## src/rtl/pipeline_ctrl_pkg.sv

```systemverilog
// Shared definitions for the pipeline control path: FSM state encoding,
// timeout default, NOP encoding and the enable/bubble patterns driven by the hazard unit.
package pipeline_ctrl_pkg;

   typedef enum logic [1:0] {
      RUN      = 2'b00,
      MEM_WAIT = 2'b01,
      HALT     = 2'b10
   } ctrl_state_t;

   localparam int          MEM_TIMEOUT_DEF = 255;
   localparam int          WAIT_CNT_W      = 8;
   localparam logic [31:0] NOP_INSTR       = 32'h0000_0013;  // addi x0, x0, 0

   typedef struct packed {
      logic pc_write;
      logic if_id_write;
      logic if_id_flush;
      logic id_ex_write;
      logic id_ex_bubble;
      logic ex_mem_write;
      logic mem_wb_bubble;
   } ctrl_out_t;

   // Field order: pc_write, if_id_write, if_id_flush, id_ex_write,
   // id_ex_bubble, ex_mem_write, mem_wb_bubble
   localparam ctrl_out_t CTRL_NORMAL = ctrl_out_t'(7'b1101010);
   localparam ctrl_out_t CTRL_STALL  = ctrl_out_t'(7'b0001110);
   localparam ctrl_out_t CTRL_FLUSH  = ctrl_out_t'(7'b1111110);
   localparam ctrl_out_t CTRL_HOLD   = ctrl_out_t'(7'b0000001);
   localparam ctrl_out_t CTRL_HALT   = ctrl_out_t'(7'b0000000);
   localparam ctrl_out_t CTRL_RESET  = ctrl_out_t'(7'b0010101);

endpackage

```

## src/rtl/load_use_detect.sv

```systemverilog
// Combinational load-use comparator: flags an ID instruction that reads the
// destination of a load still in EX (x0 never creates a dependency).
module load_use_detect (
   input  logic [4:0] rs1,
   input  logic [4:0] rs2,
   input  logic       uses_rs2,
   input  logic       mem_read,
   input  logic [4:0] rd,
   output logic       hazard
);

   logic rs1_match;
   logic rs2_match;

   assign rs1_match = (rd == rs1);
   assign rs2_match = uses_rs2 && (rd == rs2);
   assign hazard    = mem_read && (rd != 5'd0) && (rs1_match || rs2_match);

endmodule

```

## src/rtl/hazard_control_unit.sv

```systemverilog
// Pipeline stall/flush/freeze controller with data-memory watchdog.
// Optional performance counters enabled by defining HAZARD_PERF_CNT_EN.
module hazard_control_unit
   import pipeline_ctrl_pkg::*;
#(
   parameter int MEM_TIMEOUT = MEM_TIMEOUT_DEF
`ifdef HAZARD_PERF_CNT_EN
   ,
   parameter int CNT_W = 32
`endif
) (
   input  logic       clk,
   input  logic       reset_n,
   input  logic [4:0] if_id_rs1,
   input  logic [4:0] if_id_rs2,
   input  logic       if_id_uses_rs2,
   input  logic       id_ex_MemRead,
   input  logic [4:0] id_ex_rd,
   input  logic       ex_branch_taken,
   input  logic       dmem_req,
   input  logic       dmem_ready,
   output logic       PCWrite,
   output logic       IF_ID_Write,
   output logic       IF_ID_Flush,
   output logic       ID_EX_Write,
   output logic       ID_EX_Bubble,
   output logic       EX_MEM_Write,
   output logic       MEM_WB_Bubble,
   output logic       halted
`ifdef HAZARD_PERF_CNT_EN
   ,
   output logic [CNT_W-1:0] stall_cycles,
   output logic [CNT_W-1:0] flush_count
`endif
);

   localparam logic [WAIT_CNT_W-1:0] TIMEOUT_C = WAIT_CNT_W'(MEM_TIMEOUT);

   ctrl_state_t           state;
   ctrl_state_t           state_next;
   logic [WAIT_CNT_W-1:0] wait_cnt;
   logic                  lu_hazard;
   logic                  mem_hold;
   ctrl_out_t             ctrl;
   ctrl_out_t             ctrl_out;

   load_use_detect u_load_use_detect (
      .rs1      (if_id_rs1),
      .rs2      (if_id_rs2),
      .uses_rs2 (if_id_uses_rs2),
      .mem_read (id_ex_MemRead),
      .rd       (id_ex_rd),
      .hazard   (lu_hazard)
   );

   // In MEM_WAIT a fresh dmem_req is meaningless; only dmem_ready matters.
   assign mem_hold = ((state == MEM_WAIT) && !dmem_ready) ||
                     ((state == RUN) && dmem_req && !dmem_ready);

   always_ff @(posedge clk or negedge reset_n) begin
      if (!reset_n) begin
         state <= RUN;
      end else begin
         state <= state_next;
      end
   end

   always_comb begin
      state_next = state;
      ctrl       = CTRL_NORMAL;

      case (state)
         RUN: begin
            if (dmem_req && !dmem_ready) state_next = MEM_WAIT;
         end
         MEM_WAIT: begin
            if (dmem_ready)                 state_next = RUN;
            else if (wait_cnt == TIMEOUT_C) state_next = HALT;
         end
         HALT:    state_next = HALT;
         default: state_next = RUN;
      endcase

      // A branch held by a memory freeze stays in EX, so its flush lands in
      // the first unfrozen cycle without any extra bookkeeping.
      if (state == HALT)         ctrl = CTRL_HALT;
      else if (mem_hold)         ctrl = CTRL_HOLD;
      else if (ex_branch_taken)  ctrl = CTRL_FLUSH;
      else if (lu_hazard)        ctrl = CTRL_STALL;
   end

   always_ff @(posedge clk or negedge reset_n) begin
      if (!reset_n) begin
         wait_cnt <= '0;
      end else if (state != MEM_WAIT) begin
         wait_cnt <= '0;
      end else if (wait_cnt != TIMEOUT_C) begin
         wait_cnt <= wait_cnt + 1'b1;
      end
   end

   assign ctrl_out      = reset_n ? ctrl : CTRL_RESET;
   assign PCWrite       = ctrl_out.pc_write;
   assign IF_ID_Write   = ctrl_out.if_id_write;
   assign IF_ID_Flush   = ctrl_out.if_id_flush;
   assign ID_EX_Write   = ctrl_out.id_ex_write;
   assign ID_EX_Bubble  = ctrl_out.id_ex_bubble;
   assign EX_MEM_Write  = ctrl_out.ex_mem_write;
   assign MEM_WB_Bubble = ctrl_out.mem_wb_bubble;
   assign halted        = reset_n && (state == HALT);

`ifdef HAZARD_PERF_CNT_EN
   logic stall_event;
   logic flush_event;

   // Count only stalls that are actually applied: a load-use masked by a
   // taken branch is squashed, not stalled.
   assign stall_event = (state != HALT) && (mem_hold || (lu_hazard && !ex_branch_taken));
   assign flush_event = (state != HALT) && ex_branch_taken && !mem_hold;

   always_ff @(posedge clk or negedge reset_n) begin
      if (!reset_n) begin
         stall_cycles <= '0;
         flush_count  <= '0;
      end else begin
         if (stall_event && (stall_cycles != '1)) stall_cycles <= stall_cycles + 1'b1;
         if (flush_event && (flush_count != '1))  flush_count  <= flush_count + 1'b1;
      end
   end
`endif

endmodule

```

## config.mk

```make
export PLATFORM = sky130hd
export DESIGN_NAME = hazard_control_unit
export DESIGN_NICKNAME = d
export VERILOG_FILES = /design/src/rtl/pipeline_ctrl_pkg.sv /design/src/rtl/load_use_detect.sv /design/src/rtl/hazard_control_unit.sv
export SDC_FILE = /design/constraint.sdc
export NUM_CORES = 1
export LEC_CHECK = 0
export BUFFER_PORTS_ARGS = -buffer_cell sky130_fd_sc_hd__buf_2
export CAP_MARGIN = 15
export CORE_MARGIN = 4
export CORE_UTILIZATION = 30
export DETAILED_ROUTE_END_ITERATION = 6
export SETUP_SLACK_MARGIN = 0.05
export SLEW_MARGIN = 10
export SYNTH_ARGS = -nofsm -noshare
export SYNTH_HDL_FRONTEND = slang
export SYNTH_SLANG_ARGS = --single-unit
```

## constraint.sdc

```tcl
create_clock -name clk -period 1.7 [get_ports clk]
set_input_delay 0.34 -clock clk [delete_from_list [all_inputs] [get_ports clk]]
set_output_delay 0.34 -clock clk [all_outputs]
set_load 0.02 [all_outputs]
```

==> results of run 1 <==
[layout make-up]
class / count / area [um^2]
fillers: 217 / 1180
clock buffers: 4 / 36.3
inverters: 2 / 7.51
flip-flops and latches: 10 / 250
multi-input cells: 63 / 452
well taps: 28 / 35.0
repair buffers: 36 / 249
[power groups by stage]
stage               Sequential (W)  Combinational [W]  Clock [W]
floorplan                 0.000252          0.0000702          0
detailed placement        0.000253           0.000133          0
global placement          0.000253           0.000130          0
CTS                       0.000249           0.000155   0.000223
finish                    0.000249           0.000164   0.000218
global route              0.000251           0.000177   0.000236
[per-stage QoR]
step | cells | setup slack, ps | total power (W)
floorplan | 79 | -112 | 0.000323
global placement | 137 | -143 | 0.000383
detailed placement | 137 | -174 | 0.000387
CTS | 143 | -158 | 0.000626
global route | 143 | -259 | 0.000663
finish | 143 | -171 | 0.000630
[path summary, 6_finish.rpt]
kind | from | end | cells after the start | slack (ps)
worst max-delay path | if_id_rs2[4] | PCWrite | 6 | -170
worst min-delay path | reset_n | wait_cnt[6] | 2 | 6
worst max register to register | wait_cnt[0] | wait_cnt[5] | 5 | 260
worst min register to register | wait_cnt[6] | wait_cnt[6] | 1 | 480
max in group asynchronous | reset_n | wait_cnt[0] | 2 | 970
min in group clk | dmem_ready | state[1] | 2 | 280
[kinds of logic after synthesis]
logic type,Yosys count,share of synthesized area
flip-flops,10,0.361
AND/OR/NAND/NOR,35,0.260
AO/OA/AOI/OAI,14,0.148
adder cells (fa/ha/maj),1,0.0180
buffers and inverters,6,0.0487
XOR/XNOR,13,0.164
[state kept, by name (all words and copies together), names as in the netlist]
name      count
state         2
wait_cnt      8
[synth_stat cells (all sizes together)]
cell	number	area (um^2)
a311oi	1	8.76
a211oi	1	7.51
ha	1	12.5
and4	1	8.76
nor4	1	12.5
a21oi	5	25.0
xor2	9	78.8
and3	3	18.8
a32oi	1	8.76
nand2b	2	12.5
nor3	4	20.0
dfrtp	10	250
nand4	1	6.26
o31ai	1	7.51
nor2	10	37.5
xnor2	4	35.0
a31oi	1	6.26
nor2b	1	6.26
nand2	5	18.8
o21ai	2	13.8
or4	1	7.51
and2	1	6.26
nand3	5	25.0
buf	4	26.3
o31a	1	8.76
o311ai	1	16.3
inv	2	7.51
[what timing repair did]
item                                    in CTS  in global routing
pin swaps                                    5                  1
endpoints found under the setup margin       7                  6
cloned                                       0                  0
hold buffers                                 1                  0
gates resized for setup                     15                  8
hold endpoints to repair                     6                  0
buffers inserted                             1                  0
[layer usage]
metal	vias to the layer above	GRT usage	wire, um
met5	-	0	0
met4	0	0.0847	75
met3	11	0.0348	172
met2	37	0.209	925
met1	327	0.142	807
li1	352	-	-
[critical path, stage by stage]
cell     delay, ps
buf_6           90
xor2_1         160
nor4_2         250
a32oi_1        170
o31a_1         340
buf_4          170
==> out/metrics.yaml, run 1 <==
wl_per_cell_um: 13.8
row_count: 17
layout-drive-gt1-share: 0.417
grt_overflow_total: 0
cts_tree: "yes"
setup_ws_ps: -171
final_util: 0.465
pin_count: 30
final-setup-viol-count: 3
leakagePower_nw: 0.487
clock_latency_ps: 270
mostFrequentLayoutCells: "20 x buf_2, 10 x dfrtp_1, 9 x xor2_1, 9 x nor2_1, 8 x buf_4"
netlist_area_um2: 693
peakVddDrop_mv: 0.476
vias: 727
worst_pin_slew_ps: 379
ys_seq_area_frac: 0.361
drt_pass1_iterations: 4
ant_nets: 0
cts.sinks: 10
skew_ps: 2.98
critPathCaptureType: "primary output"
die_h_um: 56.1
first_global_vias: 721
path_clk_slew_ps: 70
powerDensity_mw_per_mm2: 612
grt_usage: 0.127
clockPowerShare: 0.345
finalCritPeriodShare: 1.10
vias_per_cell: 5.08
routed_wl_um: 1980
final_common_cell: "buf_2"
ys_ff_latch: 10
die_w_um: 56.1
nets: 139
p_seq_frac: 0.396
portBuffers: 29
syn_avg_cell_area_um2: 8.77
die-area_mm2: 0.00314
cts_max_path_buffers: 2
antenna_cells: 0
cts_root_buf: "clkbuf_4"
maxCapViolations: 0
cp-start-kind: "input pin"
status: "finished with violations"
p_sw_w: 0.000175
finalHoldViolCount: 0
fin_crit_ps: 1870
grt_max_degree: 10
drc_errors: 0
whs_ps: 6.39
hp-class: "input pin to async pin"
critPathMaxFanout: 2
internal-power_w: 0.000455
violations: "negative setup slack"
slew_headroom: 0.747
slew_viol_final: 0
cp.arrival_ps: 1530
place.gp.congestion: 0.892
crit_type: "input pin to primary output"
start_util: 0.313
fmax_mhz: 535
antenna_found_initial: 0
cts_made_buffers: 3
fin_area_mm2: 0.00103
switching_share: 0.278
pwr-share-comb: 0.259
areaGrowthSynthToFinish_pct: 48.6
htreeDepth: 1
ys_warn_count: 0
syn-num-nets: 102
drt_iter0_markers: 10
rsz0062_at_grt: "true"
hpwl_um: 1440
netlist_instances: 79
fin_tns_setup_ps: -437
required_ps: 1360
place_area_um2: 885
core_mm2: 0.00221
grt_pass1_wl_um: 3180
synth_cell_types: 29
(Power assumes the default switching activity.)
==> run 2, diff against run 1 <==
--- a/config.mk
+++ b/config.mk
@@ -10,6 +10,8 @@
 export CORE_MARGIN = 4
 export CORE_UTILIZATION = 30
 export DETAILED_ROUTE_END_ITERATION = 6
+export PLACE_DENSITY = 0.52
+export RECOVER_POWER = 50
 export SETUP_SLACK_MARGIN = 0.05
 export SLEW_MARGIN = 10
 export SYNTH_ARGS = -nofsm -noshare
==> run 2 against run 1 <==
The flow still finishes with violations (negative setup slack). Worst hold slack improved by 130 ps. Count of clock-buffer cells in the layout down 1. Via count shrank 3.4%. Flip-flop and latch count did not move. Largest cell class unchanged.
==> out/metrics.yaml, run 2 (synthesis gave the netlist of run 1 again) <==
setup_ws_ps: -154  # was -171 ps
drt_iter0_markers: 10  # unchanged
clockPowerShare: 0.293  # was 0.345
start_util: 0.313  # unchanged
fin_crit_ps: 1850  # was 1870 ps
fin_area_um2: 963  # was 0.00103 mm^2
layout-drive-gt1-share: 0.377  # was 0.417
cp.arrival_ps: 1510  # was 1530 ps
cts_max_path_buffers: 2  # unchanged
htreeDepth: 1  # unchanged
nFillCells: 227  # was 217
hp-class: "input pin to async pin"  # unchanged
drc_errors: 0  # unchanged
crit_family: "compound AO/OA/AOI/OAI gates"  # unchanged
grt_max_degree: 10  # unchanged
worst_pin_slew_ps: 404  # was 379 ps
vias: 702  # was 727
violations: "negative setup slack"  # unchanged
areaGrowthSynthToFinish_pct: 39.0  # was 48.6%
final_common_cell: "buf_2"  # unchanged
ff_latch_area_um2: 250  # unchanged
maxCapViolations: 0  # unchanged
p_seq_frac: 0.446  # was 0.396
fmax_mhz: 539  # was 535 MHz
reg.largest.list: "wait_cnt: 8 flops, state: 2 flops"  # unchanged
pwr-share-comb: 0.261  # was 0.259
mostFrequentLayoutCells: "24 x buf_2, 10 x dfrtp_1, 9 x xor2_1, 9 x nor2_1, 7 x buf_4"  # was 20 x buf_2, 10 x dfrtp_1, 9 x xor2_1, 9 x nor2_1, 8 x buf_4
cpPeakStageDelay_ps: 310  # was 340 ps
multi_input_area_um2: 435  # was 452 um^2
critPathMaxFanout: 3  # was 2
crit_chain: "buf_6 -> xor2_1 -> nor4_2 -> a32oi_2 -> o31a_1 -> buf_2"  # was buf_6 -> xor2_1 -> nor4_2 -> a32oi_1 -> o31a_1 -> buf_4
die-area_mm2: 0.00314  # unchanged
pin_count: 30  # unchanged
place.gp.congestion: 0.774  # was 0.892
post_cts_buffers: 0  # was 1
slew_headroom: 0.731  # was 0.747
cts_made_buffers: 3  # unchanged
grt_usage: 0.121  # was 0.127
power_w: 0.000560  # was 0.000630 W
path_clk_slew_ps: 70  # about the same
nets: 139  # unchanged
status: "finished with violations"  # unchanged
die_w_um: 56.1  # unchanged
clock_latency_ps: 270  # about the same
antenna_found_initial: 0  # unchanged
grt_pass1_wl_um: 3050  # was 3180 um
critical_path.slowest_cell: "o31a_1"  # unchanged
die_h_um: 56.1  # unchanged
switching_share: 0.296  # was 0.278
place_inst: 138  # was 137
vias_per_cell: 4.94  # was 5.08
top_register: "wait_cnt"  # unchanged
portBuffers: 29  # unchanged
place_area_um2: 892  # was 885 um^2
routed_wl_um: 1850  # was 1980 um
powerDensity_mw_per_mm2: 581  # was 612 mW/mm^2
drt_pass1_iterations: 4  # unchanged
skew_ps: 5.13  # was 2.98 ps
core_mm2: 0.00221  # unchanged
cts.sinks: 10  # unchanged
finalCritPeriodShare: 1.09  # was 1.10
cp-start-kind: "input pin"  # unchanged
largest_reg_flops: 8  # unchanged
required_ps: 1360  # about the same
crit_type: "input pin to primary output"  # unchanged
final_cells: 142  # was 143
critPathCaptureType: "primary output"  # unchanged
final_util: 0.436  # was 0.465
grt_overflow_total: 0  # unchanged
leakagePower_nw: 0.460  # was 0.487 nW
final-setup-viol-count: 3  # unchanged
cts_root_buf: "clkbuf_4"  # unchanged
fin_tns_setup_ps: -459  # was -437 ps
critPathBufInv: 2  # unchanged
antenna_cells: 0  # unchanged
first_global_vias: 693  # was 721
finalHoldViolCount: 0  # unchanged
row_count: 17  # unchanged
p_sw_w: 0.000166  # was 0.000175 W
peakVddDrop_mv: 0.302  # was 0.476 mV
internal-power_w: 0.000394  # was 0.000455 W
rsz0062_at_grt: "true"  # unchanged
slew_viol_final: 0  # unchanged
wl_per_cell_um: 13.0  # was 13.8 um
hpwl_um: 1420  # was 1440 um
ant_nets: 0  # unchanged
cts_tree: "yes"  # unchanged
[run 2: through the flow]
stage | hold slack (ps) | worst slack, ps
after floorplan | 44.4 | -112
after global placement | 188 | -139
after detailed placement | 192 | -178
after CTS | 11.1 | -167
after global routing | 184 | -208
final | 134 | -154
[run 2: cell type report]
type,count,share of cell area
Multi-Input combinational cell,63,0.452
Sequential cell,10,0.260
Timing Repair Buffer,36,0.221
Tap cell,28,0.0364
Clock buffer,3,0.0234
Inverter,2,0.00779
[run 2: power groups by stage]
stage | Combinational [W] | Sequential, W | Clock (W)
floorplan | 0.0000702 | 0.000252 | 0
global placement | 0.000133 | 0.000253 | 0
detailed placement | 0.000134 | 0.000253 | 0
CTS | 0.000146 | 0.000249 | 0.000170
global route | 0.000159 | 0.000250 | 0.000190
finish | 0.000146 | 0.000250 | 0.000164
[run 2: worst register-to-register path, stage by stage (launching register included)]
cell and delay (ps):
dfrtp_1 400, ha_1 260, and3_1 210, a21oi_1 220, nor2b_1 160, nor3_1 60
[run 2: routing by layer]
metal / GRT usage / wire, um
met5: 0 / 0
met2: 0.209 / 922
met1: 0.144 / 791
met4: 0.0610 / 36
met3: 0.0186 / 97
[run 2: worst paths after layout]
kind | from | slack (ps) | endpoint | cells past startpoint
worst max-delay path | id_ex_rd[2] | -150 | IF_ID_Write | 6
worst min-delay path | reset_n | 130 | wait_cnt[2] | 2
worst max register to register | wait_cnt[0] | 250 | wait_cnt[5] | 5
worst min register to register | wait_cnt[6] | 480 | wait_cnt[6] | 1
max in group asynchronous | reset_n | 910 | wait_cnt[1] | 2
min in group clk | dmem_ready | 280 | state[1] | 2
[run 2: what timing repair did]
item / in CTS / in global routing
hold endpoints to repair: 6 / 0
endpoints found under the setup margin: 6 / 7
resized for setup: 6 / 3
pin swaps: 2 / 1
hold buffers: 1 / 0
==> run 3, diff against run 2 <==
--- a/config.mk
+++ b/config.mk
@@ -8,9 +8,9 @@
 export BUFFER_PORTS_ARGS = -buffer_cell sky130_fd_sc_hd__buf_2
 export CAP_MARGIN = 15
 export CORE_MARGIN = 4
-export CORE_UTILIZATION = 30
+export CORE_UTILIZATION = 45
 export DETAILED_ROUTE_END_ITERATION = 6
-export PLACE_DENSITY = 0.52
+export PLACE_DENSITY = 0.73
 export RECOVER_POWER = 50
 export SETUP_SLACK_MARGIN = 0.05
 export SLEW_MARGIN = 10
==> run 3 against run 2 <==
The flow still finishes with violations (negative setup slack). Die area shrank 29%. Critical path depth is the same. Highest routed layer unchanged. Critical path type unchanged. Utilization grew 26 points. Clock power shrank 3%. Final area grew 0.39%. Fmax shrank 3.3%. Register-to-register slack is essentially flat.
==> out/metrics.yaml, run 3 (synthesis gave the netlist of run 1 again) <==
met3_length_um: 90  # was 97 um
final-setup-viol-count: 3  # unchanged
path_clk_slew_ps: 60  # was 70 ps
cp.arrival_ps: 1580  # was 1510 ps
violations: "negative setup slack"  # unchanged
die_h_um: 47.2  # was 56.1 um
rsz0062_at_grt: "true"  # unchanged
power_w: 0.000559  # was 0.000560 W
cpPeakStageDelay_ps: 330  # was 310 ps
pin_count: 30  # unchanged
critPathMaxFanout: 3  # unchanged
critPathBufInv: 2  # unchanged
cts_tree: "yes"  # unchanged
portBuffers: 29  # unchanged
critPathCaptureType: "primary output"  # unchanged
p_seq_frac: 0.447  # was 0.446
final_common_cell: "buf_2"  # unchanged
r2r_setup_slack_ps: 260  # was 250 ps
place.gp.congestion: 0.780  # was 0.774
nets: 138  # was 139
worst_pin_slew_ps: 558  # was 404 ps
clockPowerShare: 0.284  # was 0.293
leakagePower_nw: 0.465  # was 0.460 nW
place_area_um2: 876  # was 892 um^2
wl_per_cell_um: 13.1  # was 13.0 um
fin_area_um2: 967  # was 963 um^2
clock_latency_ps: 270  # about the same
slew_viol_final: 0  # unchanged
critical_path.slowest_cell: "o31a_1"  # unchanged
dr_wl_met2_um: 922  # unchanged
reg.largest.list: "wait_cnt: 8 flops, state: 2 flops"  # unchanged
layout-drive-gt1-share: 0.407  # was 0.377
areaGrowthSynthToFinish_pct: 39.5  # was 39.0%
die-area_mm2: 0.00223  # was 0.00314 mm^2
internal-power_w: 0.000399  # was 0.000394 W
finalCritPeriodShare: 1.13  # was 1.09
crit_type: "input pin to primary output"  # unchanged
required_ps: 1360  # about the same
fin_crit_ps: 1920  # was 1850 ps
antenna_found_initial: 0  # unchanged
cts_made_buffers: 3  # unchanged
final_util: 0.700  # was 0.436
die_w_um: 47.2  # was 56.1 um
top_register: "wait_cnt"  # unchanged
crit_chain: "buf_6 -> xor2_2 -> nor4_2 -> a32oi_2 -> o31a_1 -> buf_2"  # was buf_6 -> xor2_1 -> nor4_2 -> a32oi_2 -> o31a_1 -> buf_2
skew_ps: 2.87  # was 5.13 ps
crit_start: "id_ex_rd[2]"  # unchanged
dpl_worst_slack_ps: -177  # was -178 ps
hp-class: "input pin to async pin"  # unchanged
drt_pass1_iterations: 4  # unchanged
postCtsHoldBufs: 0  # was 1
status: "finished with violations"  # unchanged
rr_startpoint: "wait_cnt[0]"  # unchanged
grt_max_degree: 11  # was 10
cts_root_buf: "clkbuf_4"  # unchanged
ant_nets: 0  # unchanged
maxCapViolations: 0  # unchanged
cts.sinks: 10  # unchanged
slew_headroom: 0.628  # was 0.731
grt_usage: 0.173  # was 0.121
setup_ws_ps: -217  # was -154 ps
place_inst: 125  # was 138
start_util: 0.501  # was 0.313
finalHoldViolCount: 0  # unchanged
routed_wl_um: 1680  # was 1850 um
fmax_mhz: 522  # was 539 MHz
hpwl_um: 1240  # was 1420 um
htreeDepth: 1  # unchanged
pwr-share-comb: 0.269  # was 0.261
grt_pass1_wl_um: 2730  # was 3050 um
row_count: 13  # was 17
first_global_vias: 675  # was 693
cts_max_path_buffers: 2  # unchanged
antenna_cells: 0  # unchanged
largest_reg_flops: 8  # unchanged
mostFrequentLayoutCells: "21 x buf_2, 10 x dfrtp_1, 9 x nor2_1"  # was 24 x buf_2, 10 x dfrtp_1, 9 x xor2_1, 9 x nor2_1, 7 x buf_4
vias: 689  # was 702
vias_per_cell: 5.38  # was 4.94
cp-start-kind: "input pin"  # unchanged
p_sw_w: 0.000160  # was 0.000166 W
switching_share: 0.287  # was 0.296
post_cts_buffers: 0  # unchanged
crit_family: "compound AO/OA/AOI/OAI gates"  # unchanged
grt_overflow_total: 0  # unchanged
dr.max_layer_used: "met4"  # unchanged
core_mm2: 0.00138  # was 0.00221 mm^2
powerDensity_mw_per_mm2: 578  # was 581 mW/mm^2
final_cells: 128  # was 142
met1_length_um: 649  # was 791 um
drt_iter0_markers: 14  # was 10
peakVddDrop_mv: 0.343  # was 0.302 mV
drc_errors: 0  # unchanged
## run 3: changes by cell type in the layout (fill, tap and decap cells not counted), sizes merged
cell and change:
dlygate4sd3 -1
## run 3: cell type report
type / instances / area, um^2
inverter: 2 / 7.51
tap: 15 / 18.8
timing repair buffer: 35 / 218
fill: 121 / 415
sequential: 10 / 250
clock buffer: 3 / 22.5
multi-input combinational: 63 / 450
## run 3: timing repair
action | 4_1_cts | 5_1_grt
endpoints found under the hold margin | 0 | 0
gates cloned | 0 | 0
endpoints found under the setup margin | 6 | 7
gates resized for setup | 2 | 16
pin swaps | 0 | 3
## run 3: worst reg2reg max path, delay by kind of cell (launching register included)
family / cells / cell delay (ps)
AND/OR/NAND/NOR: 3 / 430
adder cells (fa/ha/maj): 1 / 260
AO/OA/AOI/OAI: 1 / 210
flip-flops: 1 / 410
## run 3: worst paths after layout
kind                          endpoint  depth (start not counted)
setup / recovery               PCWrite                          6
hold / removal                state[0]                          2
setup reg to reg           wait_cnt[5]                          5
hold reg to reg            wait_cnt[6]                          1
max in group asynchronous  wait_cnt[5]                          2
min in group clk              state[1]                          2
## run 3: metrics by stage
stage / hold slack, ps / setup TNS, ps
finish: 281 / -599
global route: 294 / -947
CTS: 61.5 / -477
detailed placement: 346 / -489
global placement: 338 / -354
floorplan: 44.4 / -112
## run 3: metal layers
| metal | vias to the layer above | GRT usage |
|---|---|---|
| met4 | 0 | 0.0497 |
| met3 | 4 | 0.0690 |
| li1 | 345 | - |
| met5 | - | 0 |
| met2 | 13 | 0.283 |
| met1 | 327 | 0.209 |
## run 3: power groups by stage
stage | Combinational (W) | Sequential, W | Clock (W)
final | 0.000150 | 0.000250 | 0.000159
after CTS | 0.000134 | 0.000250 | 0.000164
after detailed placement | 0.000131 | 0.000254 | 0
after global placement | 0.000129 | 0.000253 | 0
after floorplan | 0.0000702 | 0.000252 | 0
after global routing | 0.000165 | 0.000250 | 0.000174
